--- config.mk ---
export PLATFORM = sky130hd
export DESIGN_NAME = hazard_stall_controller_flat
export DESIGN_NICKNAME = d
export VERILOG_FILES = /design/src/rtl/hazard_stall_controller_if.sv /design/src/rtl/hazard_stall_controller.sv /design/src/flat_wrapper.sv
export SDC_FILE = /design/constraint.sdc
export NUM_CORES = 1
export LEC_CHECK = 0
export ABC_CLOCK_PERIOD_IN_PS = 3710
export CAP_MARGIN = 15
export CORE_AREA = 2 2 90 57
export DETAILED_ROUTE_END_ITERATION = 16
export DIE_AREA = 0 0 92 59
export GPL_TIMING_DRIVEN = 1
export HOLD_SLACK_MARGIN = 0.03
export PLACE_DENSITY = 0.86
export SLEW_MARGIN = 20
export SYNTH_ARGS = -nofsm -noshare
export SYNTH_HDL_FRONTEND = slang
export SYNTH_SLANG_ARGS = --single-unit
--- constraint.sdc ---
create_clock -name clk -period 3.71 [get_ports clk]
set_input_delay 1.113 -clock clk [delete_from_list [all_inputs] [get_ports clk]]
set_output_delay 1.113 -clock clk [all_outputs]
set_load 0.05 [all_outputs]
--- src/rtl/hazard_stall_controller_if.sv ---
// Pipeline sequencer bundle: ID/EX hazard inputs, debug halt
// and the stall/flush controls plus statistics it produces.
interface hazard_stall_controller_if #(
    parameter int CNT_W = 16
);
    logic [3:0]       id_rn;
    logic             id_rn_used;
    logic [3:0]       id_rm;
    logic             id_rm_used;
    logic [3:0]       id_rd;
    logic             id_rd_used;
    logic             id_branch_taken;
    logic             ex_mem_read;
    logic [3:0]       ex_rd;
    logic             halt_req;
    logic             pc_enable;
    logic             if_id_enable;
    logic             if_id_flush;
    logic             nop_select;
    logic             halt_ack;
    logic [CNT_W-1:0] stall_cycles;
    logic [CNT_W-1:0] flush_count;

    modport master (
        output id_rn, id_rn_used, id_rm, id_rm_used,
        output id_rd, id_rd_used, id_branch_taken,
        output ex_mem_read, ex_rd, halt_req,
        input  pc_enable, if_id_enable, if_id_flush,
        input  nop_select, halt_ack, stall_cycles, flush_count
    );

    modport slave (
        input  id_rn, id_rn_used, id_rm, id_rm_used,
        input  id_rd, id_rd_used, id_branch_taken,
        input  ex_mem_read, ex_rd, halt_req,
        output pc_enable, if_id_enable, if_id_flush,
        output nop_select, halt_ack, stall_cycles, flush_count
    );
endinterface

--- src/rtl/hazard_stall_controller.sv ---
// Load-use stall, branch squash and debug halt/drain sequencer
// for the 5-stage core, with saturating stall/flush statistics.
module hazard_stall_controller #(
    parameter int LOAD_USE_BUBBLES = 1,
    parameter int CNT_W            = 16
) (
    input  logic                        clk,
    input  logic                        reset,
    hazard_stall_controller_if.slave    bus
);
    typedef enum logic [1:0] {RUN, BUBBLE, DRAIN, HALTED} state_t;

    localparam logic [1:0] BUB_INIT =
        (LOAD_USE_BUBBLES > 1) ? 2'(LOAD_USE_BUBBLES - 2) : 2'd0;
    localparam logic [CNT_W-1:0] SAT = '1;

    state_t           state, state_nxt;
    logic [1:0]       cnt, cnt_nxt;
    logic             ack, ack_nxt;
    logic [CNT_W-1:0] stall_q, flush_q;
    logic             stall, flush;
    logic             stall_inc, flush_inc;
    logic             load_use;

    assign load_use = bus.ex_mem_read &
        ((bus.id_rn_used & (bus.id_rn == bus.ex_rd)) |
         (bus.id_rm_used & (bus.id_rm == bus.ex_rd)) |
         (bus.id_rd_used & (bus.id_rd == bus.ex_rd)));

    always_comb begin
        state_nxt = state;
        cnt_nxt   = cnt;
        ack_nxt   = ack;
        stall     = 1'b0;
        flush     = 1'b0;
        stall_inc = 1'b0;
        flush_inc = 1'b0;
        unique case (state)
            RUN: begin
                if (bus.halt_req) begin
                    stall     = 1'b1;
                    state_nxt = DRAIN;
                    cnt_nxt   = 2'd2;
                end else if (load_use) begin
                    stall     = 1'b1;
                    stall_inc = 1'b1;
                    if (LOAD_USE_BUBBLES > 1) begin
                        state_nxt = BUBBLE;
                        cnt_nxt   = BUB_INIT;
                    end
                end else if (bus.id_branch_taken) begin
                    flush     = 1'b1;
                    flush_inc = 1'b1;
                end
            end
            BUBBLE: begin
                stall     = 1'b1;
                stall_inc = 1'b1;
                if (cnt == 2'd0) state_nxt = RUN;
                else             cnt_nxt   = cnt - 2'd1;
            end
            DRAIN: begin
                stall = 1'b1;
                if (cnt == 2'd0) begin
                    state_nxt = HALTED;
                    ack_nxt   = 1'b1;
                end else begin
                    cnt_nxt = cnt - 2'd1;
                end
            end
            HALTED: begin
                stall = 1'b1;
                if (!bus.halt_req) begin
                    state_nxt = RUN;
                    ack_nxt   = 1'b0;
                end
            end
        endcase
        // Pipeline must free-run while reset is held.
        if (reset) begin
            stall = 1'b0;
            flush = 1'b0;
        end
    end

    always_ff @(posedge clk or posedge reset) begin
        if (reset) begin
            state   <= RUN;
            cnt     <= 2'd0;
            ack     <= 1'b0;
            stall_q <= '0;
            flush_q <= '0;
        end else begin
            state <= state_nxt;
            cnt   <= cnt_nxt;
            ack   <= ack_nxt;
            if (stall_inc && stall_q != SAT)
                stall_q <= stall_q + CNT_W'(1);
            if (flush_inc && flush_q != SAT)
                flush_q <= flush_q + CNT_W'(1);
        end
    end

    assign bus.pc_enable    = ~stall;
    assign bus.if_id_enable = ~stall;
    assign bus.nop_select   = stall;
    assign bus.if_id_flush  = flush;
    assign bus.halt_ack     = ack;
    assign bus.stall_cycles = stall_q;
    assign bus.flush_count  = flush_q;
endmodule
--- src/flat_wrapper.sv ---
// flat-port wrapper written by rule: the top's interface ports become plain ports
module hazard_stall_controller_flat 
#(
    parameter int LOAD_USE_BUBBLES = 1,
    parameter int CNT_W            = 16
)
  (clk, reset, bus_id_rn, bus_id_rn_used, bus_id_rm, bus_id_rm_used, bus_id_rd, bus_id_rd_used, bus_id_branch_taken, bus_ex_mem_read, bus_ex_rd, bus_halt_req, bus_pc_enable, bus_if_id_enable, bus_if_id_flush, bus_nop_select, bus_halt_ack, bus_stall_cycles, bus_flush_count);
  hazard_stall_controller_if #(.CNT_W(CNT_W)) bus_i ();
  input  logic clk;
  input  logic reset;
  input wire logic [$bits(bus_i.id_rn)-1:0] bus_id_rn;
  input wire logic [$bits(bus_i.id_rn_used)-1:0] bus_id_rn_used;
  input wire logic [$bits(bus_i.id_rm)-1:0] bus_id_rm;
  input wire logic [$bits(bus_i.id_rm_used)-1:0] bus_id_rm_used;
  input wire logic [$bits(bus_i.id_rd)-1:0] bus_id_rd;
  input wire logic [$bits(bus_i.id_rd_used)-1:0] bus_id_rd_used;
  input wire logic [$bits(bus_i.id_branch_taken)-1:0] bus_id_branch_taken;
  input wire logic [$bits(bus_i.ex_mem_read)-1:0] bus_ex_mem_read;
  input wire logic [$bits(bus_i.ex_rd)-1:0] bus_ex_rd;
  input wire logic [$bits(bus_i.halt_req)-1:0] bus_halt_req;
  output wire logic [$bits(bus_i.pc_enable)-1:0] bus_pc_enable;
  output wire logic [$bits(bus_i.if_id_enable)-1:0] bus_if_id_enable;
  output wire logic [$bits(bus_i.if_id_flush)-1:0] bus_if_id_flush;
  output wire logic [$bits(bus_i.nop_select)-1:0] bus_nop_select;
  output wire logic [$bits(bus_i.halt_ack)-1:0] bus_halt_ack;
  output wire logic [$bits(bus_i.stall_cycles)-1:0] bus_stall_cycles;
  output wire logic [$bits(bus_i.flush_count)-1:0] bus_flush_count;
  assign bus_i.id_rn = bus_id_rn;
  assign bus_i.id_rn_used = bus_id_rn_used;
  assign bus_i.id_rm = bus_id_rm;
  assign bus_i.id_rm_used = bus_id_rm_used;
  assign bus_i.id_rd = bus_id_rd;
  assign bus_i.id_rd_used = bus_id_rd_used;
  assign bus_i.id_branch_taken = bus_id_branch_taken;
  assign bus_i.ex_mem_read = bus_ex_mem_read;
  assign bus_i.ex_rd = bus_ex_rd;
  assign bus_i.halt_req = bus_halt_req;
  assign bus_pc_enable = bus_i.pc_enable;
  assign bus_if_id_enable = bus_i.if_id_enable;
  assign bus_if_id_flush = bus_i.if_id_flush;
  assign bus_nop_select = bus_i.nop_select;
  assign bus_halt_ack = bus_i.halt_ack;
  assign bus_stall_cycles = bus_i.stall_cycles;
  assign bus_flush_count = bus_i.flush_count;
  hazard_stall_controller #(.LOAD_USE_BUBBLES(LOAD_USE_BUBBLES), .CNT_W(CNT_W)) u_core (.clk(clk), .reset(reset), .bus(bus_i));
endmodule
# ---- Word-level counts from Yosys, hierarchy flattened
# Cells that the tools add are included.
dict set report word_totals {
  ff_bits 37
  input_bits 24
  output_inout_bits 37
  word_cells 60
}
dict set report op_classes {
  add_sub_neg 3
  eq_ne 13
  muxes 21
  bitwise_logic 7
  reduce_logical 11
}
# cell n
set ops {}
lappend ops {{16-bit by 1-bit adder with 16-bit output, second input constant} 2}
lappend ops {{16-bit inequality test, second input constant} 2}
lappend ops {{4-bit equality test} 3}
lappend ops {{1-bit 2-to-1 mux} 11}
lappend ops {{2-bit 2-to-1 mux} 5}
lappend ops {{2-bit case mux with 4 select lines} 1}
lappend ops {{2-bit inequality test, second input constant} 3}
lappend ops {{1-bit case mux with 2 select lines} 3}
lappend ops {{3-bit AND reduction} 2}
lappend ops {{1-bit AND} 4}
lappend ops {{2-bit equality test, second input constant} 2}
lappend ops {{2-bit logical NOT} 2}
lappend ops {{2-bit by 1-bit inequality test with 1-bit output, second input constant} 2}
lappend ops {{2-bit case mux with 2 select lines} 1}
lappend ops {{4-bit AND reduction} 1}
lappend ops {{2-bit nonzero test} 2}
lappend ops {{3-bit OR reduction} 1}
lappend ops {{2-bit by 1-bit equality test with 1-bit output, second input constant} 1}
lappend ops {{1-bit logical AND} 2}
lappend ops {{1-bit bitwise OR} 2}
lappend ops {{2-bit OR reduction} 1}
lappend ops {{2-bit by 1-bit subtractor with 2-bit output, second input constant} 1}
lappend ops {{1-bit NOT} 1}

# ---- Depth between registers and ports, before layout
dict set report depth {
  depth_word 10
  ltp_mapped 8
  mapped_depth_nobuf 7
}

# ---- Worst setup path after synthesis
# Ideal clock, no wire load.
dict set report synth_timing {
  path_type {input to output}
  from {input port bus_ex_rd[3]}
  to {output port bus_if_id_flush}
  arrival_time_ps 2523
  t_required_ps 2597
  slack_ps 74
  cell_stages 5
  path_buffers 0
  cell_sequence {xor2_1 -> nor4_4 -> o31ai_4 -> nand3_1 -> nor2_1}
}
dict set report synth_between {
  elab_chain_len 9
  word_cells_on_any_way 13
  cone_classes {eq/ne: 3; mux: 4; bitwise: 6}
}
# item line_no
set synth_lines {}
lappend synth_lines {{from (decl)} flat_wrapper.sv:19} ;# input wire logic [$bits(bus_i.ex_rd)-1:0] bus_ex_rd;
lappend synth_lines {{4-bit equality test (on tied branches)} {hazard_stall_controller.sv:26, hazard_stall_controller.sv:27}}
lappend synth_lines {{1-bit AND (on tied branches)} {hazard_stall_controller.sv:26, hazard_stall_controller.sv:27}}
lappend synth_lines {{1-bit bitwise OR} hazard_stall_controller.sv:26} ;# ((bus.id_rn_used & (bus.id_rn == bus.ex_rd)) |
lappend synth_lines {{1-bit bitwise OR (*)} hazard_stall_controller.sv:27} ;# (bus.id_rm_used & (bus.id_rm == bus.ex_rd)) |
lappend synth_lines {{1-bit AND (*)} hazard_stall_controller.sv:25} ;# assign load_use = bus.ex_mem_read &
lappend synth_lines {{1-bit 2-to-1 mux (*)} hazard_stall_controller.sv:44} ;# end else if (load_use) begin
lappend synth_lines {{1-bit 2-to-1 mux (*)} hazard_stall_controller.sv:40} ;# if (bus.halt_req) begin
lappend synth_lines {{1-bit 2-to-1 mux (*)} hazard_stall_controller.sv:38} ;# unique case (state)
lappend synth_lines {{1-bit 2-to-1 mux (*)} hazard_stall_controller.sv:80} ;# if (reset) begin
lappend synth_lines {{to (decl)} flat_wrapper.sv:23} ;# output wire logic [$bits(bus_i.if_id_flush)-1:0] bus_if_id_flush;
# Mark *: on every way between the ends. The rest lies on a longest branch, timed or not.

# ---- Final worst setup path
dict set report layout_timing {
  from {input port bus_ex_rd[2]}
  to {output port bus_nop_select}
}
dict set report layout_between {
  elab_chain_len 9
  word_cells_on_any_way 13
  cone_classes {eq/ne: 3; mux: 4; bitwise: 6}
}
# item line_no
set layout_lines {}
lappend layout_lines {{4-bit equality test (on tied branches)} {hazard_stall_controller.sv:26, hazard_stall_controller.sv:27}}
lappend layout_lines {{1-bit AND (on tied branches)} {hazard_stall_controller.sv:26, hazard_stall_controller.sv:27}}
lappend layout_lines {{1-bit bitwise OR} hazard_stall_controller.sv:26}
lappend layout_lines {{1-bit bitwise OR (*)} hazard_stall_controller.sv:27}
lappend layout_lines {{1-bit AND (*)} hazard_stall_controller.sv:25}
lappend layout_lines {{1-bit 2-to-1 mux (*)} hazard_stall_controller.sv:44}
lappend layout_lines {{1-bit 2-to-1 mux (*)} hazard_stall_controller.sv:40}
lappend layout_lines {{1-bit case mux with 2 select lines (*)} hazard_stall_controller.sv:38}
lappend layout_lines {{1-bit 2-to-1 mux (*)} hazard_stall_controller.sv:80}
lappend layout_lines {{to (decl)} flat_wrapper.sv:24} ;# output wire logic [$bits(bus_i.nop_select)-1:0] bus_nop_select;
# Marks and branches as above.

==> results.cfg <==
[outcome]
status = finished clean

[timing]
worstMarginPinSlew_ns = 0.525
fmax_ghz = 0.277
fin_hold_ws_ns = 0.488
slew_violations = 0
rsz0062_at_grt = false
fin_crit_sh = 0.972
skew_ns = 0.00331
final-hold-violation-count = 0
finalCriticalPeriod_ns = 3.61
setup_viol = 0
slew_headroom = 0.649

[drt]
drt_iter0_markers = 60
drt_drc_violations_left = 0
wl_per_cell_um = 14.6
routed_wl_um = 4950
post_drt_via_cell_ratio = 5.17
dr.pass1.iters = 4
ant_nets = 0
vias = 1752

[global_route]
first_global_vias = 1735
grt-busiest-layer = met2
grt_util_all_layers = 0.199
grt_pass1_wl_um = 8270
grt.met3_usage = 0.0471
grt_overflow = 0
use_met2 = 0.310
use_met1 = 0.280
grt_max_degree = 38
antenna_found_initial = 0

[floorplan]
core_um2 = 4520
io_pins = 61
start_util = 0.474
die-area_um2 = 5430
die_h_um = 59
die_w_um = 92
rows = 19

[clock_network]
h-tree-depth = 2
numClockSinks = 37
cts_tree = done
cts_buffer_depth = 2
cts_hold_buf = 0
cts_buffers = 5
clkLatencyLatePin_ns = 0.28
clk_pin_slew_ns = 0.07
root_buffer = clkbuf_8

[power_and_ir_drop]
power.leakage_uw = 0.00140
power_density_nw_per_um2 = 515
peakVddDrop_mv = 0.364
power_uw = 1590

[worst_setup_path]
crit_required_ns = 2.60
path_class = primary input to output pin
path_cells = clkdlybuf4s15_2 > xor2_2 > nor4_4 > o31ai_4 > a31o_4 > inv_4 > buf_12
cpMaxStageDelayCell = nor4_4
reg2reg_slack_ns = 1.47
worstPathMaxFanout = 3
crit_arrival_ns = 2.49
worst_setup_path_start_kind = primary input
slowest_delay_ns = 0.34
end_kind = output pin
critPathBufInv = 3
crit_family = buffers and inverters

[yosys]
ys_warn_count = 0
yosys_register_bits = 37
netlist_instances = 202
synth_edf_count = 0
synth-main-ff-cell = dfrtp_1
syn_area_per_cell_um2 = 10.6
syn-num-nets = 234
async_flop_share = 1.00
ys_seq_area_frac = 0.432
synth_cell_type_count = 38
synthesis.area_um2 = 2140

[finish]
final_cell_mix = clkdlybuf4s50_1, dfrtp_1, xor2_1
fill_cells = 323
seqCellArea_um2 = 926
drive_gt1_frac = 0.214
multi_input_area_um2 = 1240
num_antenna_cells = 0
area_growth_pct = 44.2
final_net_count = 308

[placement]
dp_hpwl_um = 3550
port_buffers = 60
gp_congestion = 0.820

[worst_hold_path]
hp-class = register to register

[job]
maxCapViolCount = 0
state kept, by name, indices dropped and copies added (netlist names):
name,flops
u_core.bus.flush_count,16
u_core.bus.halt_ack,1
u_core.bus.stall_cycles,16
u_core.cnt,2
u_core.state,2
where the power goes:
part / internal, µW / total (µW) / switching, µW
sequential: 476 / 579 / 102
clock: 147 / 284 / 137
combinational: 283 / 727 / 444
total: 907 / 1590 / 682
worst register-to-register path, cell delays in order (launching register included):
cell	delay [ns]
dfrtp_1	0.41
inv_1	0.12
ha_1	0.19
nor2b_1	0.23
buf_4	0.19
o311ai_1	0.16
a21bo_1	0.30
buf_4	0.19
nor4_4	0.22
xor2_1	0.17
metrics by stage:
stage	util	TNS, ns	cells	setup slack (ns)	instance area, µm²
after CTS	0.676	0	337	0.000447	3060
after floorplan	-	0	202	0.0735	2140
final	0.684	0	339	0.104	3090
after global placement	0.634	-0.648	326	-0.220	2860
after global routing	0.684	0	339	0.0446	3090
after detailed placement	0.634	-0.790	326	-0.251	2860
path summary, 6_finish.rpt:
| kind | start | to | cells after the start |
|---|---|---|---|
| max | bus_ex_rd[2] | bus_nop_select | 7 |
| min | u_core.bus.flush_count[10]$_DFFE_PP0P_ | u_core.bus.flush_count[10]$_DFFE_PP0P_ | 1 |
| max reg2reg | u_core.state[1]$_DFFE_PP0P_ | u_core.bus.stall_cycles[9]$_DFFE_PP0P_ | 9 |
| min reg2reg | u_core.bus.flush_count[10]$_DFFE_PP0P_ | u_core.bus.flush_count[10]$_DFFE_PP0P_ | 1 |
| max in group asynchronous | reset | u_core.bus.stall_cycles[0]$_DFFE_PP0P_ | 3 |
| min in group asynchronous | reset | u_core.cnt[1]$_DFFE_PP0P_ | 3 |
metal layers:
metal | part of all wire | vias to the layer above
li1 | - | 839
met1 | 0.47 | 839
met2 | 0.46 | 64
met3 | 0.054 | 10
met4 | 0.016 | 0
met5 | 0 | -
cells in the mapped netlist (2+ instances only):
| cell | n | area (µm²) |
|---|---|---|
| nor4_4 | 4 | 85.1 |
| o21ai_0 | 4 | 20.0 |
| xor2_1 | 27 | 236 |
| nand2_1 | 16 | 60.1 |
| xnor2_1 | 14 | 123 |
| nand3_1 | 11 | 55.1 |
| a21oi_1 | 4 | 20.0 |
| mux2_2 | 3 | 33.8 |
| nor2b_1 | 2 | 12.5 |
| ha_1 | 8 | 100 |
| nor3_1 | 4 | 20.0 |
| nor2_1 | 14 | 52.6 |
| and3_1 | 2 | 12.5 |
| nor3_2 | 5 | 50.1 |
| inv_1 | 13 | 48.8 |
| buf_6 | 2 | 22.5 |
| dfrtp_1 | 37 | 926 |
| nand4_1 | 8 | 50.1 |
| nor4_1 | 5 | 31.3 |
area by class of cell:
class	count	area share
clock buffer	7	0.0280
inverter	13	0.0166
multi-input combinational	148	0.400
sequential	37	0.300
tap	63	0.0255
timing repair buffer	71	0.230
cells by family after synthesis:
logic type,count (synthesis),share of synthesized area
xor+xnor,41,0.168
flops,37,0.432
simple gates,82,0.248
fa+ha+maj,8,0.0468
compound gates,13,0.0450
buf+inv,17,0.0386
mux,4,0.0210
timing repair:
action                                  in CTS  in global routing
endpoints found under the setup margin       4                  4
pin swaps                                   11                  5
buffers inserted                             4                  2
gates resized for setup                     37                 10
Note: power is estimated with default switching activity, not from simulation.
